## src/rtl/instruction_fetch_unit.sv

```systemverilog
// Instruction fetch unit: owns the PC, drives the synchronous-read instruction memory,
// and buffers returned words in a small FIFO presented to decode via valid/ready.
module instruction_fetch_unit #(
  parameter logic [31:0] RESET_PC = 32'h0000_0000,
  parameter int unsigned DEPTH    = 2
) (
  input  logic        clk,
  input  logic        reset,
  output logic [31:0] mem_addr,
  input  logic [31:0] mem_inst,
  input  logic        redirect_valid,
  input  logic [31:0] redirect_pc,
  output logic        inst_valid,
  input  logic        inst_ready,
  output logic [31:0] inst,
  output logic [31:0] inst_pc
);

  localparam int unsigned PW = $clog2(DEPTH);
  localparam int unsigned CW = $clog2(DEPTH + 1);

  logic [31:0]   pc;
  logic          inflight;
  logic [31:0]   inflight_pc;
  logic [31:0]   fifo_inst [DEPTH];
  logic [31:0]   fifo_pc   [DEPTH];
  logic [PW-1:0] rd_ptr;
  logic [PW-1:0] wr_ptr;
  logic [CW-1:0] count;

  logic          pop_c;
  logic          issue_c;
  logic          wr_c;
  logic [CW:0]   occ_c;
  logic          unused_c;

  assign mem_addr   = {pc[31:2], 2'b00};
  assign inst_valid = (count != '0);
  assign inst       = fifo_inst[rd_ptr];
  assign inst_pc    = fifo_pc[rd_ptr];
  assign unused_c   = ^redirect_pc[1:0];

  // Credit check: entries held plus the word in flight, after this cycle's pop
  always_comb begin
    pop_c   = inst_valid & inst_ready;
    occ_c   = (CW+1)'(count) + (CW+1)'(inflight) - (CW+1)'(pop_c);
    issue_c = !reset && !redirect_valid && (occ_c < (CW+1)'(DEPTH));
    wr_c    = inflight && !redirect_valid;
  end

  always_ff @(posedge clk) begin
    if (reset) begin
      pc          <= RESET_PC;
      inflight    <= 1'b0;
      inflight_pc <= '0;
      rd_ptr      <= '0;
      wr_ptr      <= '0;
      count       <= '0;
      for (int i = 0; i < int'(DEPTH); i++) begin
        fifo_inst[i] <= '0;
        fifo_pc[i]   <= '0;
      end
    end else if (redirect_valid) begin
      // Flush: drop buffered words and the returning word, restart at the target
      pc       <= {redirect_pc[31:2], 2'b00};
      inflight <= 1'b0;
      rd_ptr   <= '0;
      wr_ptr   <= '0;
      count    <= '0;
    end else begin
      inflight <= issue_c;
      if (issue_c) begin
        inflight_pc <= pc;
        pc          <= pc + 32'd4;
      end
      if (wr_c) begin
        fifo_inst[wr_ptr] <= mem_inst;
        fifo_pc[wr_ptr]   <= inflight_pc;
        wr_ptr            <= wr_ptr + PW'(1);
      end
      if (pop_c) begin
        rd_ptr <= rd_ptr + PW'(1);
      end
      count <= count + CW'(wr_c) - CW'(pop_c);
    end
  end

  // The credit rule must never let a write land in a full FIFO
  a_no_overflow: assert property (@(posedge clk) disable iff (reset)
    !(wr_c && !pop_c && (count == CW'(DEPTH))));

endmodule

```

## config.mk

```make
export PLATFORM = sky130hd
export DESIGN_NAME = instruction_fetch_unit
export DESIGN_NICKNAME = d
export VERILOG_FILES = /design/src/rtl/instruction_fetch_unit.sv
export SDC_FILE = /design/constraint.sdc
export NUM_CORES = 1
export LEC_CHECK = 0
export BUFFER_PORTS_ARGS = -buffer_cell sky130_fd_sc_hd__buf_2
export CAP_MARGIN = 20
export CELL_PAD_IN_SITES_DETAIL_PLACEMENT = 1
export CELL_PAD_IN_SITES_GLOBAL_PLACEMENT = 1
export CORE_ASPECT_RATIO = 2
export CORE_MARGIN = 3
export CORE_UTILIZATION = 42
export CTS_CLUSTER_DIAMETER = 30
export DETAILED_ROUTE_END_ITERATION = 10
export PLACE_DENSITY = 0.83
export SYNTH_ARGS = -nofsm -noshare
export SYNTH_HDL_FRONTEND = slang
export SYNTH_SLANG_ARGS = --single-unit
```

## constraint.sdc

```tcl
create_clock -name clk -period 12.3 [get_ports clk]
set_input_delay 1.845 -clock clk [delete_from_list [all_inputs] [get_ports clk]]
set_output_delay 1.845 -clock clk [all_outputs]
set_load 0.03 [all_outputs]
```

-- After elaboration in Yosys (flattened, before gate mapping)
Memory sizes are Yosys's and may differ from the RTL's. A register that Yosys moved wholly into a read port is not among the register bits.
Cells that the tools add are included.
- memories: 2
- logic and storage cells: 48
- bits in registers: 69
- RAM bits: 128
- output and inout port bits: 97
- input port bits: 68
- memories (memory ; depth ; width ; rd ports ; clocked after memory_dff ; write ports ; line ; text):
    fifo_inst ; 2 ; 32 ; 1 ; 1 ; 2 ; 25 ; logic [31:0] fifo_inst [DEPTH];
    fifo_pc ; 2 ; 32 ; 1 ; 1 ; 2 ; 26 ; logic [31:0] fifo_pc [DEPTH];
- reduce and logical (&&, ||, !) cells: 11
- magnitude comparators: 1
- bitwise logic cells: 2
- multiplexer cells: 18
- $add $sub $neg: 7
- operator list (operator ; count):
    $mux 32 ; 4
    $reduce_or 32->1 ; 2
    $add 32x3->32 const B ; 1
    $mux 1 ; 14
    $reduce_bool 2->1 ; 2
    $add 2x1->3 ; 1
    $logic_and 1x1->1 ; 3
    $lt 3x2->1 const B ; 1
    $sub 3x1->3 ; 1
    $add 1x1->1 const B ; 2
    $add 2x1->2 ; 1
    $logic_not 1->1 ; 2
    $reduce_and 2->1 ; 1
    $reduce_or 2->1 ; 1
    $sub 2x1->2 ; 1
    $and 1x1->1 ; 1
    $not 1->1 ; 1

-- Logic depth before layout (Yosys ltp)
Gate-level depths: netlist (run 1).
- depth after elaboration: 8
- depth in mapped cells: 10
- gate-level depth less buffers: 9

-- Worst setup path before layout (run 1)
No wires, ideal clock.
- path type: input-to-reg
- from: input port redirect_valid
- to: memory fifo_inst[0][0], enable pin
- setup time: 568 ps
- required time: 11732 ps
- slack: 4902 ps
- buffers on the path: 3
- stages on the path: 4
- arrival time: 6830 ps
- path through: clkbuf_1 > buf_1 > clkbuf_1 > o21ai_0
- RTL lines (item ; line ; text):
    from (decl) ; 11 ; input logic redirect_valid,
    to (decl) ; 25 ;

-- Worst setup path in the final report (run 1)
- from: input port inst_ready
- to: register pc[11]
- longest elaborated chain between the ends: 5
- ends and longest elaborated chain (item ; line ; text):
    from (decl) ; 14 ; input logic inst_ready,
    $and 1x1->1 ; 45 ; pop_c = inst_valid & inst_ready;
    $sub 3x1->3 ; 46 ; occ_c = (CW+1)'(count) + (CW+1)'(inflight) - (CW+1)'(pop_c);
    $lt 3x2->1 ; 47 ; issue_c = !reset && !redirect_valid && (occ_c < (CW+1)'(DEPTH));
    $logic_and 1x1->1 ; 47 ;
    $reduce_bool 2->1 (no source line) ; n/a ;
    to (signal assigned) ; 65 ; pc <= {redirect_pc[31:2], 2'b00};
    to (signal assigned) ; 74 ; pc <= pc + 32'd4;
    to (decl) ; 22 ; logic [31:0] pc;
Every way passes these cells.
A chain may end at the register's enable or synchronous reset.

==> metrics.md, run 1 <==
| Metric | Value |
|---|---|
| Status | `finished clean` |
| Mapped Cells | `between 700 and 800` |
| Hold_buf cts | `0` |
| Top cell type's share of synthesized area | `between 40% and 50%` |
| ANT nets after route | `0` |
| Drt wl/cell | `19.2 um` |
| Layout Skew | `17.4 ps` |
| Synth top area cells | `edfxtp_1, dfxtp_1, and2_1` |
| Clock Path Buffers | `2` |
| Power Dens Cells | `roughly 140 mW/mm2` |
| Die W | `between 100 and 150 um` |
| Wirelength, routed | `22,500 um` |
| FF-to-FF Start | `count[1]` |
| Initial Utilization | `42.9%` |
| Die Area | `0.0223 mm2` |
| Worst-path fanout max | `13` |
| Required time worst endpoint | `roughly 13,000 ps` |
| FF+latch area | `around 0.005 mm2` |
| GRT Overall Usage | `about a fifth` |
| CP Class | `in2reg` |
| Area after DPL | `0.00959 mm2` |
| P_leak | `a little over 0.004 uW` |
| DRC | `0` |
| Number of synthesized flops with an enable pin | `124` |
| Placeable Area | `0.0200 mm2` |
| #FFs+latches synth | `190` |
| Antenna violations before repair | `2` |
| Footprint of the multi-input gates | `0.00330 mm2` |
| Root Buffer Master | `clkbuf_16` |
| RSZ-0062 raised after global routing | `no` |
| Vias | `roughly 6,300` |
| Final number of max-transition violations | `0` |
| Top cells by count, synth | `and2_1, edfxtp_1, nand2_1` |
| Post-synthesis sequential area ratio | `58.8%` |
| Max-Cap Viols | `0` |
| Post-CTS setup buffers | `0` |
| Worst Hold Class | `reg2reg` |
| Met2 GRT Util | `37.8%` |
| Global-route wire length before repair | `35,700 um` |
| DRT iter0 DRCs | `275` |
| Buffers on Ports | `~160` |
| Sink Count | `190` |
| Top delay family on crit path | `simple AND/OR/NAND/NOR gates` |
| Layout cell share with drive strength beyond 1 | `30.1%` |
| Worst-skew pair later-pin latency | `440 ps` |
| Clk slew on worst S/H paths | `70 ps` |
| TritonRoute pass-1 iters | `4` |
| Cell taking the most area after synthesis | `edfxtp_1` |
| CP max stage cell | `fa_1` |
| Vias in the first global route | `6,747` |
| Post-synthesis area per instance | `11.4 um2` |
| Boundary pin count | `~170` |
| Overflow after GRT | `0` |
| Critical path capture point type | `flop` |
| # H-tree levels | `4` |
| Worst Min Path Start | `inflight_pc[4]` |
| Worst setup SP type | `input port` |
| Hold Vio Cnt, Final | `0` |
| Max incr delay on CP | `860 ps` |
| Critical Path AT | `~5000 ps` |
| Top_reg_cell synth | `edfxtp_1` |
| Area growth syn-to-layout | `19.9%` |
| Syn Std Cell Area | `between 0.008 and 0.009 mm2` |
| Met3 global-route usage | `under 10%` |
| GPL Wtd Cong | `0.854` |
| Setup tns final | `0 ps` |
| M1 GR Usage | `21.5%` |
| Peak supply drop | `about 92 uV` |
| Most common cell in the synthesized netlist | `and2_1` |
| Max transition margin | `25.3%` |
| CTS tree | `built` |
| Count of warnings emitted by yosys | `0` |
| Row count | `73` |
| Final instance area | `0.0103 mm2` |
| Max frequency | `216 MHz` |
| Critical path, cell by cell | `buf_2 -> nand2_1 -> nor2_1 -> o21ai_0 -> fa_1 -> or3b_1 -> or4_4 -> or4_1 -> a31oi_1` |
| Num CTS Buffers | `17` |
| Slew at the pin with the worst max-slew slack | `between 1000 and 1500 ps` |
| Final Util | `51.4%` |
| Nets@finish | `964` |
| Final setup viols | `0` |
| Die H | `208 um` |
| Post-CTS Resized | `0` |
| Crit path time final | `4640 ps` |
| Worst setup path start | `inst_ready` |
| Fin crit share | `37.7%` |
| Placed wire-length estimate | `roughly 15,000 um` |
| Critical path buffers and inverters | `1` |
| Hold slack | `461 ps` |
| Layer with the highest usage | `met2` |
| Synth cell types | `between 50 and 60` |
| Largest net degree at the start of global routing | `64` |
| Ys async rst share | `0%` |
| Via density | `between 5 and 6` |
| Fillers | `2,188` |
-- worst min-delay path, delay by kind of cell (launching register included) --
kind | cells | cell delay (ps)
DFF | 1 | 310
AOI/OAI and AO/OA | 1 | 50
and+or+nand+nor | 1 | 50
-- placed cells by master (no fill, tap or decap), drive strengths merged, types with 5 or more instances in the layout --
cell type  synthesis  layout
or4               14      14
xor2               7       7
inv               11      12
a31oi             11      11
o31ai              5       5
o211ai            10      10
nor3               8       8
nand3             18      18
nor2              20      20
dfxtp             66      66
o311ai             7       7
buf               13     169
o21ai              7       7
nand4             12      12
and3               7       7
nand2             89      89
clkbuf            40      25
a21oi             34      34
mux2              62      62
a211oi             7       7
and2             127     127
edfxtp           124     124
a311oi             5       5
nor4               7       7
or3                7       7
-- area by class of cell --
type / count / share of cell area [%]
flip-flops and latches: 190 / 49.0
multi-input cells: 503 / 32.1
repair buffers: 169 / 9.00
clock buffers: 25 / 5.34
well taps: 262 / 3.19
clock inverters: 7 / 0.900
inverters: 12 / 0.438
diodes: 2 / 0.0486
-- state kept, by name, indices dropped and copies added (netlist names), named ones only --
name / cells
fifo_inst: 64
fifo_pc: 60
inflight_pc: 30
pc: 30
count: 2
inflight: 1
rd_ptr: 1
wr_ptr: 1
-- per-stage QoR --
step	power, uW	std cells	worst slack (ps)
2_1_floorplan	830	758	4900
3_3_place_gp	876	1133	7000
3_5_place_dp	882	1134	6940
4_1_cts	1470	1166	7420
5_1_grt	1510	1170	7460
6_report	1450	1170	7660
-- report_power, final --
group | total, uW | switching (uW) | internal (uW) | leakage (uW)
Clock | 586 | 233 | 352 | 0.000315
Sequential | 729 | 22.1 | 707 | 0.00183
Combinational | 139 | 93.8 | 44.9 | 0.00189
-- cell families after synthesis --
kind of cell	share of synthesized area (%)
flip-flops	58.8
AO/OA/AOI/OAI	7.48
XOR/XNOR	1.02
buffers and inverters	3.15
adder cells (fa/ha/maj)	0.525
AND/OR/NAND/NOR	20.9
other	0.0437
multiplexers	8.14
-- per-layer routing --
| layer | wire (um) | vias to the layer above |
|---|---|---|
| li1 | - | 2983 |
| met1 | 8060 | 3144 |
| met2 | 12600 | 162 |
| met3 | 811 | 49 |
| met4 | 998 | 0 |
| met5 | 0 | - |
-- final timing paths --
path | to | slack, ps | cells after the start
max | pc[11] | 7660 | 9
min | inflight_pc[4] | 460 | 2
max reg2reg | pc[11] | 8670 | 8
min reg2reg | inflight_pc[4] | 460 | 2
Power figures use the tool's default switching activity.
==> inputs of run 2 (changes only) <==
CORE_UTILIZATION = 39   (was 42)
PLACE_DENSITY = 0.81   (was 0.83)
clock period = 3.9 ns   (was 12.3 ns; I/O delays follow)
==> metrics.md, run 2 (synthesis results as in run 1) <==
| Metric | Value |
|---|---|
| Final setup viols | `0 (unchanged)` |
| Switching power | `1110 uW (+220%)` |
| Layout Skew | `6.37 ps (-11.0 ps)` |
| Sink Count | `190 (unchanged)` |
| Max-Cap Viols | `0 (unchanged)` |
| CTS tree | `built` |
| Most frequent cells in the layout | `buf_2, and2_1, edfxtp_1` |
| Clock Path Buffers | `2 (unchanged)` |
| Vias in the first global route | `6,776 (+0.43%)` |
| Critical path capture point type | `flop` |
| Critical Path AT | `3610 ps (-1390 ps)` |
| Clk pwr share | `38.9% (-1.4 points)` |
| Max incr delay on CP | `630 ps (-230 ps)` |
| Post-CTS setup buffers | `0 (unchanged)` |
| Status | `finished clean` |
| Worst reg-to-reg setup slack | `650 ps (-8020 ps)` |
| Net Sw Frac | `24.9% (+0.86 points)` |
| Antenna violations before repair | `1 (-1)` |
| Global-route wire length before repair | `35,300 um (-1.1%)` |
| Max transition margin | `33.7% (+8.4 points)` |
| Worst setup SP type | `flop` |
| Boundary pin count | `165 (unchanged)` |
| Sequential share of power | `51.3% (+1.1 points)` |
| Required time worst endpoint | `4260 ps (-8400 ps)` |
| Crit path time final | `between 3000 and 4000 ps` |
| GPL Wtd Cong | `0.836 (-2.1%)` |
| FF-to-FF Start | `count[1]` |
| Setup tns final | `0 ps (unchanged)` |
| Num CTS Buffers | `17 (unchanged)` |
| Finished Layout Cells | `1,189 (+1.6%)` |
| P_leak | `0.00404 uW (about the same)` |
| Die Area | `0.0239 mm2 (+7.4%)` |
| CP max stage cell | `or4_4` |
| CP Class | `reg2reg` |
| Die W | `111 um (+3.6%)` |
| Largest register FFs | `64 (unchanged)` |
| Worst Min Path Start | `redirect_pc[3]` |
| Worst setup path start | `count[1]` |
| DRT iter0 DRCs | `269 (-2.2%)` |
| Worst-skew pair later-pin latency | `430 ps (about the same)` |
| Post-CTS Resized | `0 (unchanged)` |
| Hold_buf cts | `0 (unchanged)` |
| Slew at the pin with the worst max-slew slack | `985 ps (-132 ps)` |
| Layout cell share with drive strength beyond 1 | `30.8% (+0.69 points)` |
| DRC | `0 (unchanged)` |
| Die H | `216 um (+3.7%)` |
| Cells after DPL | `1,156 (+1.9%)` |
| Largest net degree at the start of global routing | `63 (-1.6%)` |
| Clk slew on worst S/H paths | `70 ps (about the same)` |
| Placeable Area | `0.0216 mm2 (+7.9%)` |
| Final number of max-transition violations | `0 (unchanged)` |
| Nets@finish | `973 (+0.93%)` |
| Reg2reg end | `pc[17]` |
| Vias | `6,232 (-1.7%)` |
| Peak supply drop | `257 uV (+180%)` |
| Placed wire-length estimate | `15,400 um (+1.6%)` |
| Most flop-heavy register | `fifo_inst` |
| Fin crit share | `a little over four fifths` |
| Critical path, cell by cell | `nand2_1 -> nor2_1 -> o21ai_0 -> fa_1 -> or3b_1 -> or4_4 -> or4_1 -> a31oi_1` |
| Worst reg2reg path depth | `8 (unchanged)` |
| GRT Overall Usage | `18.7% (-1.9 points)` |
| Final Util | `47.6% (-3.8 points)` |
| Power Dens Cells | `435 mW/mm2 (+210%)` |
| Hold Path Sink | `pc[3]` |
| ANT nets after route | `0 (unchanged)` |
| Commonest non-fill, non-tap cell in the layout | `buf_2` |
| Via density | `5.24 (-3.2%)` |
| Buffers on Ports | `158 (unchanged)` |
| Wirelength, routed | `21,700 um (-3.7%)` |
| Hold Vio Cnt, Final | `0 (unchanged)` |
| Hold path depth | `2 (unchanged)` |
| TritonRoute pass-1 iters | `4 (unchanged)` |
| Root Buffer Master | `clkbuf_16` |
| Row count | `76 (+4.1%)` |
| Biggest regs | `fifo_inst (64), fifo_pc (60)` |
| # H-tree levels | `4 (unchanged)` |
| Worst-path fanout max | `7 (-6)` |
| Drt wl/cell | `18.2 um (-5.3%)` |
| Area growth syn-to-layout | `19.7%` |
| Max frequency | `308 MHz` |
| Combinational power share | `9.8% (+0.3 points)` |
| Overflow after GRT | `0 (unchanged)` |
| Initial Utilization | `39.8% (-3.1 points)` |
| RSZ-0062 raised after global routing | `no` |
| Internal power | `3360 uW (+200%)` |
| Worst Hold Class | `in2reg` |
[run 2: cell count changes in the layout (fill, tap and decap cells not counted)]
cell,previous run,this run
clkinv_2,2,3
clkinvlp_4,1,2
buf_16,2,0
clkbuf_8,3,0
buf_4,8,19
diode_2,2,1
clkbuf_16,20,18
inv_6,0,2
clkinv_4,1,2
[run 2: metal layers]
| metal | vias up | global-route usage [%] | wire [um] |
|---|---|---|---|
| li1 | 2994 | - | - |
| met1 | 3047 | 19.1 | 7890 |
| met2 | 159 | 36.1 | 12300 |
| met3 | 32 | 3.37 | 748 |
| met4 | 0 | 9.00 | 704 |
| met5 | - | 0 | 0 |
[run 2: power groups by stage]
stage / clock [uW] / combinational [uW] / sequential, uW
after detailed placement: 0 / 445 / 2340
after CTS: 1780 / 446 / 2300
after global placement: 0 / 438 / 2340
after global routing: 1860 / 477 / 2310
final: 1740 / 438 / 2300
after floorplan: 0 / 253 / 2360
[run 2: how the worst max path moves through the flow]
stage | endpoint | slack [ps]
3_5_place_dp | pc[17] | 480
6_report | pc[17] | 650
4_1_cts | pc[17] | 630
3_3_place_gp | pc[17] | 530
2_1_floorplan | fifo_inst[0][0] | 620
5_1_grt | pc[17] | 430
[run 2: final cells by class]
| type | instances | area [um2] |
|---|---|---|
| Multi-Input combinational cell | 503 | 3300 |
| Clock buffer | 20 | 458 |
| Tap cell | 273 | 342 |
| Sequential cell | 190 | 5050 |
| Timing Repair Buffer | 178 | 953 |
| Fill cell | 2373 | 11300 |
| Antenna cell | 1 | 2.50 |
| Clock inverter | 12 | 131 |
| Inverter | 12 | 45.0 |
[run 2: through the flow]
step                      total power (uW)  hold WS [ps]  instance area, um2  setup slack [ps]
after global placement                2770           447                9680               533
after CTS                             4520           351               10300               627
after detailed placement              2790           456                9680               481
after global routing                  4650           376               10300               425
after floorplan                       2610           440                8600               618
final                                 4470           381               10300               650
[run 2: worst max-delay path, delay by kind of cell (launching register included)]
kind | cells | cell delay [ps]
simple gates | 5 | 1800
flops | 1 | 490
fa+ha+maj | 1 | 580
compound gates | 2 | 320
==> inputs of run 3 (changes only) <==
ABC_AREA = 1   (was default)
CORE_UTILIZATION = 42   (was 39)
PLACE_DENSITY = 0.85   (was 0.81)
clock period = 3.3 ns   (was 3.9 ns; I/O delays follow)
==> metrics.md, run 3 <==
| Metric | Value |
|---|---|
| Clk slew on worst S/H paths | `70 ps (about the same)` |
| Layout cell share with drive strength beyond 1 | `28.5% (-2.3 points)` |
| ANT nets after route | `0 (unchanged)` |
| Number of synthesized flops with an enable pin | `124 (unchanged)` |
| Worst setup SP type | `flop` |
| Area growth syn-to-layout | `19.0%` |
| Critical path capture point type | `flop` |
| Final instance area | `0.0106 mm2 (+3.0%)` |
| Top cell type's share of synthesized area | `41.9% (-1.5 points)` |
| GRT Overall Usage | `20.1% (+1.4 points)` |
| RSZ-0062 raised after global routing | `no` |
| Boundary pin count | `165 (unchanged)` |
| Diodes inserted | `0 (-1)` |
| Final setup viols | `0 (unchanged)` |
| Layout Skew | `8.27 ps (+1.90 ps)` |
| Most flop-heavy register | `fifo_inst` |
| TritonRoute pass-1 iters | `4 (unchanged)` |
| Placeable Area | `0.0206 mm2 (-4.3%)` |
| Num CTS Buffers | `17 (unchanged)` |
| Fillers | `2,398 (+1.1%)` |
| Fin crit share | `83.5% (+0.14 points)` |
| Vias | `6,782 (+8.8%)` |
| Initial Utilization | `43.1% (+3.3 points)` |
| Cells after DPL | `1,313 (+14%)` |
| Root Buffer Master | `clkbuf_16` |
| Vias in the first global route | `7,299 (+7.7%)` |
| Max-Cap Viols | `0 (unchanged)` |
| Clock Path Buffers | `2 (unchanged)` |
| #FFs+latches synth | `190 (unchanged)` |
| Post-synthesis sequential area ratio | `56.7% (-2.1 points)` |
| Die H | `212 um (-1.9%)` |
| Most common cell in the synthesized netlist | `nor2_1` |
| Required time worst endpoint | `3670 ps (-590 ps)` |
| Die Area | `0.0231 mm2 (-3.6%)` |
| Synth cell types | `36 (-36%)` |
| GPL Wtd Cong | `0.827 (-0.99%)` |
| Global-route wire length before repair | `35,500 um (+0.39%)` |
| Syn Std Cell Area | `0.00889 mm2 (+3.6%)` |
| Biggest regs | `fifo_inst (64), fifo_pc (60)` |
| Placed wire-length estimate | `16,200 um (+5.3%)` |
| Worst-path fanout max | `21 (+14)` |
| Count of warnings emitted by yosys | `0 (unchanged)` |
| Largest register FFs | `64 (unchanged)` |
| CP Class | `reg2reg` |
| Drt wl/cell | `17.0 um (-7.0%)` |
| DRT iter0 DRCs | `350 (+30%)` |
| Finished Layout Cells | `1,345 (+13%)` |
| Peak supply drop | `311 uV (+21%)` |
| Top cells by count, synth | `nor2_1, nand2_1, edfxtp_1` |
| Post-CTS setup buffers | `0 (unchanged)` |
| Critical Path AT | `3130 ps (-480 ps)` |
| Overflow after GRT | `0 (unchanged)` |
| Tot Pwr | `5520 uW (+23%)` |
| Hold Vio Cnt, Final | `0 (unchanged)` |
| Worst-skew pair later-pin latency | `440 ps (about the same)` |
| Nets@finish | `1,137 (+17%)` |
| Slew at the pin with the worst max-slew slack | `724 ps (-261 ps)` |
| Buffers on Ports | `158 (unchanged)` |
| Most frequent cells in the layout | `nor2_1, buf_2, nand2_1` |
| Die W | `109 um (-1.8%)` |
| CTS tree | `built` |
| Cell taking the most area after synthesis | `edfxtp_1` |
| Synth top area cells | `edfxtp_1, dfxtp_1, mux2_2` |
| Ys async rst share | `0% (unchanged)` |
| Via density | `5.04 (-3.8%)` |
| Largest net degree at the start of global routing | `63 (unchanged)` |
| Mapped Cells | `918 (+22%)` |
| Sink Count | `190 (unchanged)` |
| Hold_buf cts | `0 (unchanged)` |
| Max frequency | `363 MHz (+18%)` |
| Worst Hold Class | `in2reg` |
| Crit path time final | `2750 ps (-495 ps)` |
| Top_reg_cell synth | `edfxtp_1` |
| Setup tns final | `0 ps (unchanged)` |
| DRC | `0 (unchanged)` |
| Post-synthesis area per instance | `9.69 um2 (-15%)` |
| Post-CTS Resized | `0 (unchanged)` |
| Area after DPL | `0.00995 mm2 (+2.7%)` |
| Final number of max-transition violations | `0 (unchanged)` |
| P_leak | `0.00456 uW (+13%)` |
| Status | `finished clean` |
| Antenna violations before repair | `0 (-1)` |
| Max transition margin | `51.7% (+18 points)` |
| Row count | `74 (-2.6%)` |
| Power Dens Cells | `522 mW/mm2 (+20%)` |
| Wirelength, routed | `22,800 um (+5.2%)` |
| # H-tree levels | `4 (unchanged)` |
| Commonest non-fill, non-tap cell in the layout | `nor2_1` |
[run 3: cell count changes after synthesis, moves of 13 or more]
cell / previous run / this run
or4_1: 13 / 0
clkbuf_1: 39 / 24
o21ai_0: 7 / 30
a211oi_2: 0 / 16
nand3_1: 18 / 47
and2_1: 127 / 1
nor2_1: 20 / 175
inv_1: 11 / 122
nand2_1: 89 / 139
[run 3: power breakdown]
part / internal, uW / switching, uW / total [uW] / leakage, uW
registers: 2650 / 70.8 / 2720 / 0.00183
logic: 205 / 437 / 642 / 0.00242
clock network: 1290 / 869 / 2160 / 0.000309
[run 3: worst max-delay path, cell delays in order (launching register included)]
cell and delay, ps:
dfxtp_1 440, inv_1 100, nand2_1 110, nand2_1 110
inv_1 90, nand2_1 60, o21ai_0 70, nand2_1 90
fa_1 490, inv_1 50, nor2_2 140, nand2_4 190
inv_2 320, o21ai_0 140, a21oi_1 140, nor2_1 50
nor2_1 90
[run 3: logic make-up (layout without fill, tap and decap cells)]
family | after synthesis | count (layout) | synth area share [%]
other | 1 | 4 | 0.0422
DFF | 190 | 190 | 56.7
xor gates and xnor gates | 5 | 5 | 0.492
buffers and inverters | 171 | 329 | 8.50
AOI/OAI and AO/OA | 87 | 87 | 6.50
adders and majority gates | 3 | 3 | 0.506
and+or+nand+nor | 399 | 399 | 19.4
muxes | 62 | 62 | 7.85
[run 3: layout make-up]
cell class	instances	area (um2)	share of cell area (%)
flip-flops and latches	190	5050	47.7
multi-input cells	560	3120	29.5
repair buffers	172	971	9.17
clock buffers	24	536	5.06
inverters	125	474	4.48
well taps	266	333	3.14
clock inverters	8	98.8	0.934
[run 3: metal layers]
| metal | wire (um) | vias up | GRT usage [%] | share of wire [%] |
|---|---|---|---|---|
| li1 | - | 3277 | - | - |
| met4 | 719 | 0 | 9.29 | 3.2 |
| met2 | 13300 | 144 | 39.9 | 58 |
| met5 | 0 | - | 0 | 0 |
| met3 | 675 | 36 | 3.02 | 3.0 |
| met1 | 8090 | 3325 | 19.5 | 35 |
[run 3: final timing paths]
path	slack (ps)	startpoint	cells past startpoint	to
setup reg to reg	550	count[1]	16	pc[9]
setup / recovery	550	count[1]	16	pc[9]
hold reg to reg	480	inflight_pc[6]	2	inflight_pc[6]
hold / removal	320	redirect_pc[10]	3	pc[10]
[run 3: stage by stage]
step | setup WS (ps) | util [%] | hold WS, ps
final | 546 | 51.3 | 319
after CTS | 514 | 51.3 | 306
after global placement | 662 | 48.2 | 461
after floorplan | 310 | - | 444
after global routing | 276 | 51.3 | 323
after detailed placement | 565 | 48.2 | 473
